==> config.mk <==
export PLATFORM = sky130hd
export DESIGN_NAME = keypad_decoder
export DESIGN_NICKNAME = d
export VERILOG_FILES = /design/src/rtl/keypad_pkg.sv /design/src/rtl/keypad_sync.sv /design/src/rtl/keypad_decoder.sv
export SDC_FILE = /design/constraint.sdc
export NUM_CORES = 1
export LEC_CHECK = 0
export CORE_MARGIN = 8
export CORE_UTILIZATION = 55
export DETAILED_ROUTE_END_ITERATION = 6
export PLACE_DENSITY = 0.76
export SLEW_MARGIN = 20
export SYNTH_ARGS = -nofsm -noshare
export SYNTH_HDL_FRONTEND = slang
export SYNTH_SLANG_ARGS = --single-unit
==> constraint.sdc <==
create_clock -name CLK -period 8.63 [get_ports CLK]
set_clock_uncertainty 0.2 [all_clocks]
set_input_delay 2.589 -clock CLK [delete_from_list [all_inputs] [get_ports CLK]]
set_output_delay 2.589 -clock CLK [all_outputs]
set_load 0.005 [all_outputs]
==> src/rtl/keypad_pkg.sv <==
// Shared types and helpers for the 4x3 keypad decoder: geometry, FSM encoding
// and the row/column to key-code mapping.
package keypad_pkg;

    localparam int NUM_ROWS   = 4;
    localparam int NUM_COLS   = 3;
    localparam int KEY_CODE_W = 4;

    typedef enum logic [1:0] {
        ST_IDLE       = 2'd0,
        ST_PRESS_DB   = 2'd1,
        ST_HELD       = 2'd2,
        ST_RELEASE_DB = 2'd3
    } kp_state_e;

    function automatic logic [KEY_CODE_W-1:0] rc_to_code(
        input logic [1:0] row_idx,
        input logic [1:0] col_idx
    );
        logic [KEY_CODE_W-1:0] row_w;
        logic [KEY_CODE_W-1:0] col_w;
        row_w = {2'b00, row_idx};
        col_w = {2'b00, col_idx};
        return (row_w * KEY_CODE_W'(NUM_COLS)) + col_w;
    endfunction

endpackage

==> src/rtl/keypad_sync.sv <==
// Two-flop synchroniser for asynchronous pad lines, with synchronous
// active-high reset clearing both stages.
module keypad_sync #(
    parameter int WIDTH = 1
) (
    input  logic             clk,
    input  logic             rst,
    input  logic [WIDTH-1:0] d,
    output logic [WIDTH-1:0] q
);

    logic [WIDTH-1:0] meta_r;
    logic [WIDTH-1:0] sync_r;

    // Metastability filter: capture the pad value, then re-register it.
    always_ff @(posedge clk) begin
        if (rst) begin
            meta_r <= {WIDTH{1'b0}};
            sync_r <= {WIDTH{1'b0}};
        end else begin
            meta_r <= d;
            sync_r <= meta_r;
        end
    end

    assign q = sync_r;

endmodule

==> src/rtl/keypad_decoder.sv <==
// Keypad decoder: synchronises the pad lines, debounces a single key press and
// release, and hands one code per press to the system over valid/ready.
module keypad_decoder
    import keypad_pkg::*;
#(
    parameter int DEBOUNCE_CYCLES = 16,
    parameter int CNT_W           = 16
) (
    input  logic                  CLK,
    input  logic                  RST,
    input  logic [NUM_COLS-1:0]   COL,
    input  logic [NUM_ROWS-1:0]   ROW_READ,
    output logic [KEY_CODE_W-1:0] KEY_CODE,
    output logic                  KEY_VALID,
    input  logic                  KEY_READY,
    output logic                  ERROR,
    output logic                  OVERRUN,
    input  logic                  OVERRUN_CLR
);

    localparam logic [CNT_W-1:0] DB_LIMIT = CNT_W'(DEBOUNCE_CYCLES);
    localparam logic [CNT_W-1:0] CNT_ZERO = {CNT_W{1'b0}};
    localparam logic [CNT_W-1:0] CNT_ONE  = {{(CNT_W-1){1'b0}}, 1'b1};

    logic [NUM_COLS-1:0]   s_col_s;
    logic [NUM_ROWS-1:0]   s_row_s;
    logic [1:0]            row_idx_s;
    logic [1:0]            col_idx_s;
    logic                  row_one_s;
    logic                  col_one_s;
    logic                  pat_single_s;
    logic                  pat_none_s;
    logic                  pat_other_s;
    logic                  match_s;
    logic [KEY_CODE_W-1:0] code_s;
    logic [CNT_W-1:0]      cnt_inc_s;
    logic                  cnt_done_s;

    kp_state_e             state_r;
    kp_state_e             state_nxt_s;
    logic [CNT_W-1:0]      cnt_r;
    logic [CNT_W-1:0]      cnt_nxt_s;
    logic [KEY_CODE_W-1:0] cand_r;
    logic [KEY_CODE_W-1:0] cand_nxt_s;
    logic                  issue_s;

    logic [KEY_CODE_W-1:0] key_code_r;
    logic                  key_valid_r;
    logic                  error_r;
    logic                  overrun_r;
    logic                  xfer_s;
    logic                  overrun_set_s;

    keypad_sync #(.WIDTH(NUM_COLS)) u_sync_col (
        .clk (CLK),
        .rst (RST),
        .d   (COL),
        .q   (s_col_s)
    );

    keypad_sync #(.WIDTH(NUM_ROWS)) u_sync_row (
        .clk (CLK),
        .rst (RST),
        .d   (ROW_READ),
        .q   (s_row_s)
    );

    // One-hot row decode; anything not exactly one row high is not single.
    always_comb begin
        row_idx_s = 2'd0;
        row_one_s = 1'b0;
        case (s_row_s)
            4'b0001: begin row_idx_s = 2'd0; row_one_s = 1'b1; end
            4'b0010: begin row_idx_s = 2'd1; row_one_s = 1'b1; end
            4'b0100: begin row_idx_s = 2'd2; row_one_s = 1'b1; end
            4'b1000: begin row_idx_s = 2'd3; row_one_s = 1'b1; end
            default: begin row_idx_s = 2'd0; row_one_s = 1'b0; end
        endcase
    end

    // One-hot column decode.
    always_comb begin
        col_idx_s = 2'd0;
        col_one_s = 1'b0;
        case (s_col_s)
            3'b001:  begin col_idx_s = 2'd0; col_one_s = 1'b1; end
            3'b010:  begin col_idx_s = 2'd1; col_one_s = 1'b1; end
            3'b100:  begin col_idx_s = 2'd2; col_one_s = 1'b1; end
            default: begin col_idx_s = 2'd0; col_one_s = 1'b0; end
        endcase
    end

    assign pat_single_s = row_one_s & col_one_s;
    assign pat_none_s   = ~(|s_row_s) & ~(|s_col_s);
    assign pat_other_s  = ~pat_single_s & ~pat_none_s;
    assign code_s       = rc_to_code(row_idx_s, col_idx_s);
    assign match_s      = pat_single_s & (code_s == cand_r);

    // Saturating increment so the count can never wrap past the limit.
    assign cnt_inc_s  = (cnt_r == DB_LIMIT) ? cnt_r : (cnt_r + CNT_ONE);
    assign cnt_done_s = (cnt_inc_s == DB_LIMIT);

    // Debounce FSM state, count and candidate key registers.
    always_ff @(posedge CLK) begin
        if (RST) begin
            state_r <= ST_IDLE;
            cnt_r   <= CNT_ZERO;
            cand_r  <= {KEY_CODE_W{1'b0}};
        end else begin
            state_r <= state_nxt_s;
            cnt_r   <= cnt_nxt_s;
            cand_r  <= cand_nxt_s;
        end
    end

    // Debounce next-state logic; a different key while held counts as release.
    always_comb begin
        state_nxt_s = state_r;
        cnt_nxt_s   = cnt_r;
        cand_nxt_s  = cand_r;
        issue_s     = 1'b0;
        case (state_r)
            ST_IDLE: begin
                if (pat_single_s) begin
                    cand_nxt_s  = code_s;
                    cnt_nxt_s   = CNT_ONE;
                    state_nxt_s = ST_PRESS_DB;
                end else begin
                    cnt_nxt_s   = CNT_ZERO;
                    state_nxt_s = ST_IDLE;
                end
            end
            ST_PRESS_DB: begin
                if (match_s) begin
                    cnt_nxt_s = cnt_inc_s;
                    if (cnt_done_s) begin
                        state_nxt_s = ST_HELD;
                        issue_s     = 1'b1;
                    end else begin
                        state_nxt_s = ST_PRESS_DB;
                    end
                end else begin
                    cnt_nxt_s   = CNT_ZERO;
                    state_nxt_s = ST_IDLE;
                end
            end
            ST_HELD: begin
                if (match_s) begin
                    state_nxt_s = ST_HELD;
                end else begin
                    cnt_nxt_s   = CNT_ONE;
                    state_nxt_s = ST_RELEASE_DB;
                end
            end
            ST_RELEASE_DB: begin
                if (match_s) begin
                    state_nxt_s = ST_HELD;
                end else if (cnt_done_s) begin
                    cnt_nxt_s   = CNT_ZERO;
                    state_nxt_s = ST_IDLE;
                end else begin
                    cnt_nxt_s   = cnt_inc_s;
                    state_nxt_s = ST_RELEASE_DB;
                end
            end
            default: begin
                cnt_nxt_s   = CNT_ZERO;
                state_nxt_s = ST_IDLE;
            end
        endcase
    end

    assign xfer_s        = key_valid_r & KEY_READY;
    assign overrun_set_s = issue_s & key_valid_r & ~xfer_s;

    // Output event register: load on issue when the slot is free or draining.
    always_ff @(posedge CLK) begin
        if (RST) begin
            key_code_r  <= {KEY_CODE_W{1'b0}};
            key_valid_r <= 1'b0;
        end else if (issue_s && (!key_valid_r || xfer_s)) begin
            key_code_r  <= cand_r;
            key_valid_r <= 1'b1;
        end else if (xfer_s) begin
            key_valid_r <= 1'b0;
        end else begin
            key_valid_r <= key_valid_r;
        end
    end

    // Ghosting flag and sticky overrun flag; a set beats a same-cycle clear.
    always_ff @(posedge CLK) begin
        if (RST) begin
            error_r   <= 1'b0;
            overrun_r <= 1'b0;
        end else begin
            error_r <= pat_other_s;
            if (overrun_set_s) begin
                overrun_r <= 1'b1;
            end else if (OVERRUN_CLR) begin
                overrun_r <= 1'b0;
            end else begin
                overrun_r <= overrun_r;
            end
        end
    end

    assign KEY_CODE  = key_code_r;
    assign KEY_VALID = key_valid_r;
    assign ERROR     = error_r;
    assign OVERRUN   = overrun_r;

endmodule

After elaboration in Yosys (flattened, before gate mapping):

Cells that the tools add are included.

* register bits after elaboration: 43
* bits in latches: 0
* RAM bits: 0
* ROM bits: 0
* bits of input ports: 11
* logic and storage cells: 78
* memories kept: 0

* add/sub/neg operators: 2
* $mul: 1
* div/mod/pow operators: 0
* magnitude comparators: 0
* eq/ne operators: 15
* shift-type cells: 0
* multiplexer cells: 25
* bitwise logic cells: 12
* reductions and logical operators: 12

Operators with widths (count)
* 2-to-1 mux 16 bit: 5
* one-hot mux 16 bit (4 select lines): 1
* == test 16 x 5 -> 1 bit (second input constant): 2
* adder 16 x 1 -> 16 bit (second input constant): 1
* 2-to-1 mux 1 bit: 12
* 2-to-1 mux 2 bit: 4
* one-hot mux 2 bit (4 select lines): 1
* OR reduction 4 bit: 2
* AND 1 bit: 7
* one-hot mux 2 bit (3 select lines): 1
* OR reduction 3 bit: 2
* inverter 1 bit: 5
* adder 4 x 2 -> 4 bit: 1
* == test 2 bit (second input constant): 2
* == test 4 x 1 -> 1 bit (second input constant): 1
* == test 4 x 2 -> 1 bit (second input constant): 1
* == test 4 x 3 -> 1 bit (second input constant): 1
* == test 4 bit: 1
* == test 4 bit (second input constant): 1
* multiplier 2 x 2 -> 4 bit (second input constant): 1
* inequality test 2 bit (second input constant): 2
* one-hot mux 2 bit (2 select lines): 1
* AND reduction 2 bit: 2
* nonzero test 2 bit: 2
* 8 further kinds: 8

Longest topological paths before layout:

* depth after elaboration: 11
* depth in mapped cells: 16

Cells and area by module:

A second synthesis with hierarchy kept.

* cell total of the unflattened synthesis: 261
* area total of the unflattened synthesis: 2273.4 sq um

Modules (own cells, without submodules)
* keypad_decoder: instances 1, cells each 233, area an instance 1905.6 sq um, seq. area each 580.6 sq um
* keypad_sync (u_sync_row): instances 1, cells each 16, area an instance 210.2 sq um, seq. area each 160.2 sq um
* keypad_sync (u_sync_col): instances 1, cells each 12, area an instance 157.7 sq um, seq. area each 120.1 sq um

Worst setup path after synthesis:

No wires, ideal clock.

* kind: reg2reg
* from: register u_sync_row.sync_r[3] (netlist: u_sync_row.q[3])
* to: register cnt_r[12]
* arrival: 3.487 ns
* slack: 4.842 ns
* stages on the path, launching flop included: 15
* period minus slack after synthesis: 3.788 ns
* path through: dfxtp_1 -> xnor2_1 -> or3_1 -> fa_1 -> inv_1 -> ha_1 -> fa_1 -> xnor2_1 -> nand4_1 -> a211oi_1 -> and2_1 -> clkbuf_1 -> dlygate4sd1_1 -> o311ai_0 -> o41ai_1

* longest elaborated chain between the ends: 8

Ends and longest elaborated chain
* start: declaration: line keypad_sync.sv:13 `logic [WIDTH-1:0] sync_r;`
* start signal: assignment: line keypad_sync.sv:19 `sync_r <= {WIDTH{1'b0}};`
* start signal: assignment: line keypad_sync.sv:22 `sync_r <= meta_r;`
* == test 4 bit (tied with other cells): line keypad_decoder.sv:72 `case (s_row_s)`
* one-hot mux 2 bit (3 select lines) (*): line keypad_decoder.sv:72
* multiplier 2 x 2 -> 4 bit (*): line keypad_pkg.sv:24 `return (row_w * KEY_CODE_W'(NUM_COLS)) + col_w;`
* adder 4 x 2 -> 4 bit (*): line keypad_pkg.sv:24
* named net code_s[2]: line keypad_decoder.sv:35 `logic [KEY_CODE_W-1:0] code_s;`
* == test 4 bit (*): line keypad_decoder.sv:97 `assign match_s = pat_single_s & (code_s == cand_r);`
* AND 1 bit (*): line keypad_decoder.sv:97
* 2-to-1 mux 16 bit / inequality test 2 bit (equally long branches)
* one-hot mux 16 bit (4 select lines) / AND reduction 2 bit (equally long branches)
* end signal: assignment: line keypad_decoder.sv:111 `cnt_r <= cnt_nxt_s;`
* end: declaration: line keypad_decoder.sv:41 `logic [CNT_W-1:0] cnt_r;`

The timed path passes the listed nets; every way through them passes the cells marked *.
A chain may end at the register's enable or synchronous reset.

==> flow_metrics.env <==
export IMPL_placed_area_sq_mm=0.00254
export IMPL_io_pins=18
export IMPL_ctsHoldBuffers=0
export IMPL_crit_path_cell_trace="clkdlybuf4s50_1 -> buf_4 -> o31ai_2 -> o311ai_0 -> o41ai_1"
export IMPL_required_ns=8.64
export IMPL_dieHeight_microns=82.8
export IMPL_total_power_uw=370
export IMPL_rsz0062_at_grt="false"
export IMPL_rows=24
export IMPL_grt_overflow=0
export IMPL_netlist_instances=276
export IMPL_met2_usage_pct=26.3
export IMPL_irDropWorstVdd_mv=0.113
export IMPL_maxSlewViolCount=0
export IMPL_cpPeakStageDelay_ns=0.67
export IMPL_fillers=376
export IMPL_synth_edff_count=0
export IMPL_setup_violations=0
export IMPL_worstMarginPinSlew_ns=0.809
export IMPL_synth_top_cell_by_area="dfxtp_1"
export IMPL_clk_latency_ns=0.31
export IMPL_grt_max_degree=34
export IMPL_antennaDiodeCount=0
export IMPL_fmax_ghz=0.235
export IMPL_critPathMaxFanout=33
export IMPL_coreArea_sq_mm=0.00432
export IMPL_cts_num_sinks=43
export IMPL_timing_final_crit_share_pct=49.4
export IMPL_synth_commonest_cells="43 x dfxtp_1, 19 x nand2_1, 18 x nand3_1"
export IMPL_grt_use_met3_pct=3.77
export IMPL_place_ws_ns=4.05
export IMPL_syn_area_per_cell_sq_um=8.89
export IMPL_setup_ws_ns=4.37
export IMPL_clockRootBuffer="clkbuf_8"
export IMPL_clockBufferDepth=2
export IMPL_post_cts_setup_buffers=0
export IMPL_holdCritPathClass="register to register"
export IMPL_p_seq_share_pct=55.8
export IMPL_grt_antenna_before_repair=0
export IMPL_p_switching_uw=94.1
export IMPL_grt_busiest_layer="met2"
export IMPL_critical_path_buf_inv_count=2
export IMPL_swShare_pct=25.4
export IMPL_cts_tree="done"
export IMPL_synth_most_common_cell="dfxtp_1"
export IMPL_drtPass1Iterations=4
export IMPL_status="complete, no violations"
export IMPL_dp_cells=325
export IMPL_track_usage_pct=15.4
export IMPL_drc=0
export IMPL_p_clk_share_pct=36.2
export IMPL_maxCapViolations=0
export IMPL_hold_viol=0
export IMPL_wire_per_inst_microns=15.0
export IMPL_die_area_sq_mm=0.00685
export IMPL_syn_num_nets=293
export IMPL_synth_area_leaders="dfxtp_1 35%, o31ai_1 4.0%, nor2b_1 3.8%, mux2i_1 3.7%, nand3_1 3.7%"
export IMPL_leakage_nw=0.895
export IMPL_grt_pass1_wl_mm=8.33
export IMPL_grt_pass1_vias=1854
export IMPL_critical_path_slowest_cell="o31ai_2"
export IMPL_min_period_ns=4.26
export IMPL_syn_area_sq_mm=0.00245
export IMPL_fin_nets=297
export IMPL_htree_levels=2
export IMPL_io_buffers=17
export IMPL_ant_nets=0
export IMPL_fin_cells=333
export IMPL_drtIter0Drc=97
export IMPL_ys_ff_latch=43
export IMPL_use_met1_pct=17.5
export IMPL_via_count=2017
export IMPL_cts_buffers=5
export IMPL_comb_power_share_pct=8.0
export IMPL_synth_distinct_cells=52
export IMPL_cts_repair_resized=0
export IMPL_syn2layout_area_growth_pct=7.40
export IMPL_ys_seq_area_share_pct=35.1
export IMPL_p_int_uw=276
export IMPL_cp_top_family="compound AO/OA/AOI/OAI gates"
export IMPL_start_util_pct=56.7
export IMPL_viasPerCell=6.06
export IMPL_routed_wl_mm=4.99
export IMPL_globalplace_congestion=0.835
export IMPL_fin_setup_tns_ns=0
export IMPL_synth_top_area_share_pct=35.1
export IMPL_synthFlopType="dfxtp_1"
export IMPL_final_area_sq_mm=0.00263
export IMPL_max_slew_margin_rel_pct=45.9
export IMPL_place_hpwl_mm=3.47
export IMPL_pwr_density_cell_mw_per_mm2=141
export IMPL_async_flop_share_pct=0
export IMPL_drive_above_1_share_pct=7.47
export IMPL_startpoint_type="primary input"
export IMPL_critPathCaptureType="register"
export IMPL_die_x_microns=82.8
export IMPL_yosys_warnings=0
export IMPL_clk_pin_slew_ns=0.09
export IMPL_critPathKind="primary input to register"
export IMPL_critPathArrivalTime_ns=4.27
-- state kept, by name (all words and copies together) (netlist names) --
signal and flops:
KEY_CODE 4, u_sync_col.q 3, u_sync_row.q 4, u_sync_row.meta_r 4, cand_r 4, u_sync_col.meta_r 3
cnt_r 16, KEY_VALID 1, ERROR 1, OVERRUN 1, state_r 2
-- power groups by stage --
stage | Clock, mW | Combinational, mW | Sequential, mW
finish | 0.134 | 0.0295 | 0.207
global route | 0.143 | 0.0331 | 0.207
CTS | 0.136 | 0.0300 | 0.207
detailed placement | 0 | 0.0298 | 0.211
global placement | 0 | 0.0291 | 0.211
floorplan | 0 | 0.0214 | 0.210
-- area by class of cell --
| class | count | area, sq um | area share (%) |
|---|---|---|---|
| Clock buffer | 5 | 68.8 | 2.61 |
| Clock inverter | 3 | 23.8 | 0.903 |
| Inverter | 10 | 37.5 | 1.43 |
| Multi-Input combinational cell | 201 | 1390 | 52.9 |
| Sequential cell | 43 | 861 | 32.7 |
| Tap cell | 52 | 65.1 | 2.47 |
| Timing Repair Buffer | 19 | 185 | 7.03 |
-- metal layers --
metal | up-vias | wire (microns) | part of all wire [%]
met4 | 0 | 89 | 1.8
met2 | 31 | 2480 | 50
li1 | 1014 | - | -
met5 | - | 0 | 0
met1 | 964 | 2290 | 46
met3 | 8 | 135 | 2.7
-- through the flow --
stage,util [%],hold slack (ns)
CTS,60.9,0.249
global route,60.9,0.257
floorplan,-,0.214
global placement,58.8,0.216
detailed placement,58.8,0.228
finish,60.9,0.241
-- cells in the final DEF, fill, tap and decap left out, types with 2 or more instances in the layout --
master,n
a31oi_1,4
nand2b_1,2
nor3_1,5
o311ai_0,3
clkbuf_8,5
inv_1,10
and2_1,3
xor2_1,5
or3_1,3
clkdlybuf4s50_1,17
and3_1,4
fa_1,2
nand3_1,18
o211ai_1,9
nor4b_1,2
mux2i_1,9
nor4_1,4
nand4_1,8
clkinvlp_4,2
nand2_1,19
o21ai_0,7
o31ai_1,13
xnor2_1,10
a21oi_1,8
o41ai_1,3
a211oi_1,3
nor4b_4,2
nor2_1,14
mux2_2,2
ha_1,4
buf_4,2
nor3b_1,5
dfxtp_1,43
nor2b_1,15
-- path summary, 6_finish.rpt --
| check | start | end | slack (ns) | cells after the start |
|---|---|---|---|---|
| min | u_sync_col.meta_r[0]$_SDFF_PP0_ | u_sync_col.q[0]$_SDFF_PP0_ | 0.24 | 1 |
| max | RST | cnt_r[12]$_SDFFE_PP0P_ | 4.37 | 5 |
| max reg2reg | u_sync_row.q[3]$_SDFF_PP0_ | cnt_r[3]$_SDFFE_PP0P_ | 4.59 | 16 |
| min reg2reg | u_sync_col.meta_r[0]$_SDFF_PP0_ | u_sync_col.q[0]$_SDFF_PP0_ | 0.24 | 1 |
-- cells by family after synthesis --
family / after synthesis / synth area share (%)
AO/OA/AOI/OAI: 60 / 17.4
multiplexers: 11 / 4.59
flip-flops: 43 / 35.1
adder cells (fa/ha/maj): 6 / 3.67
buffers and inverters: 32 / 8.11
XOR/XNOR: 15 / 5.36
AND/OR/NAND/NOR: 109 / 25.8
No activity file was read; power rests on OpenSTA's default activity.
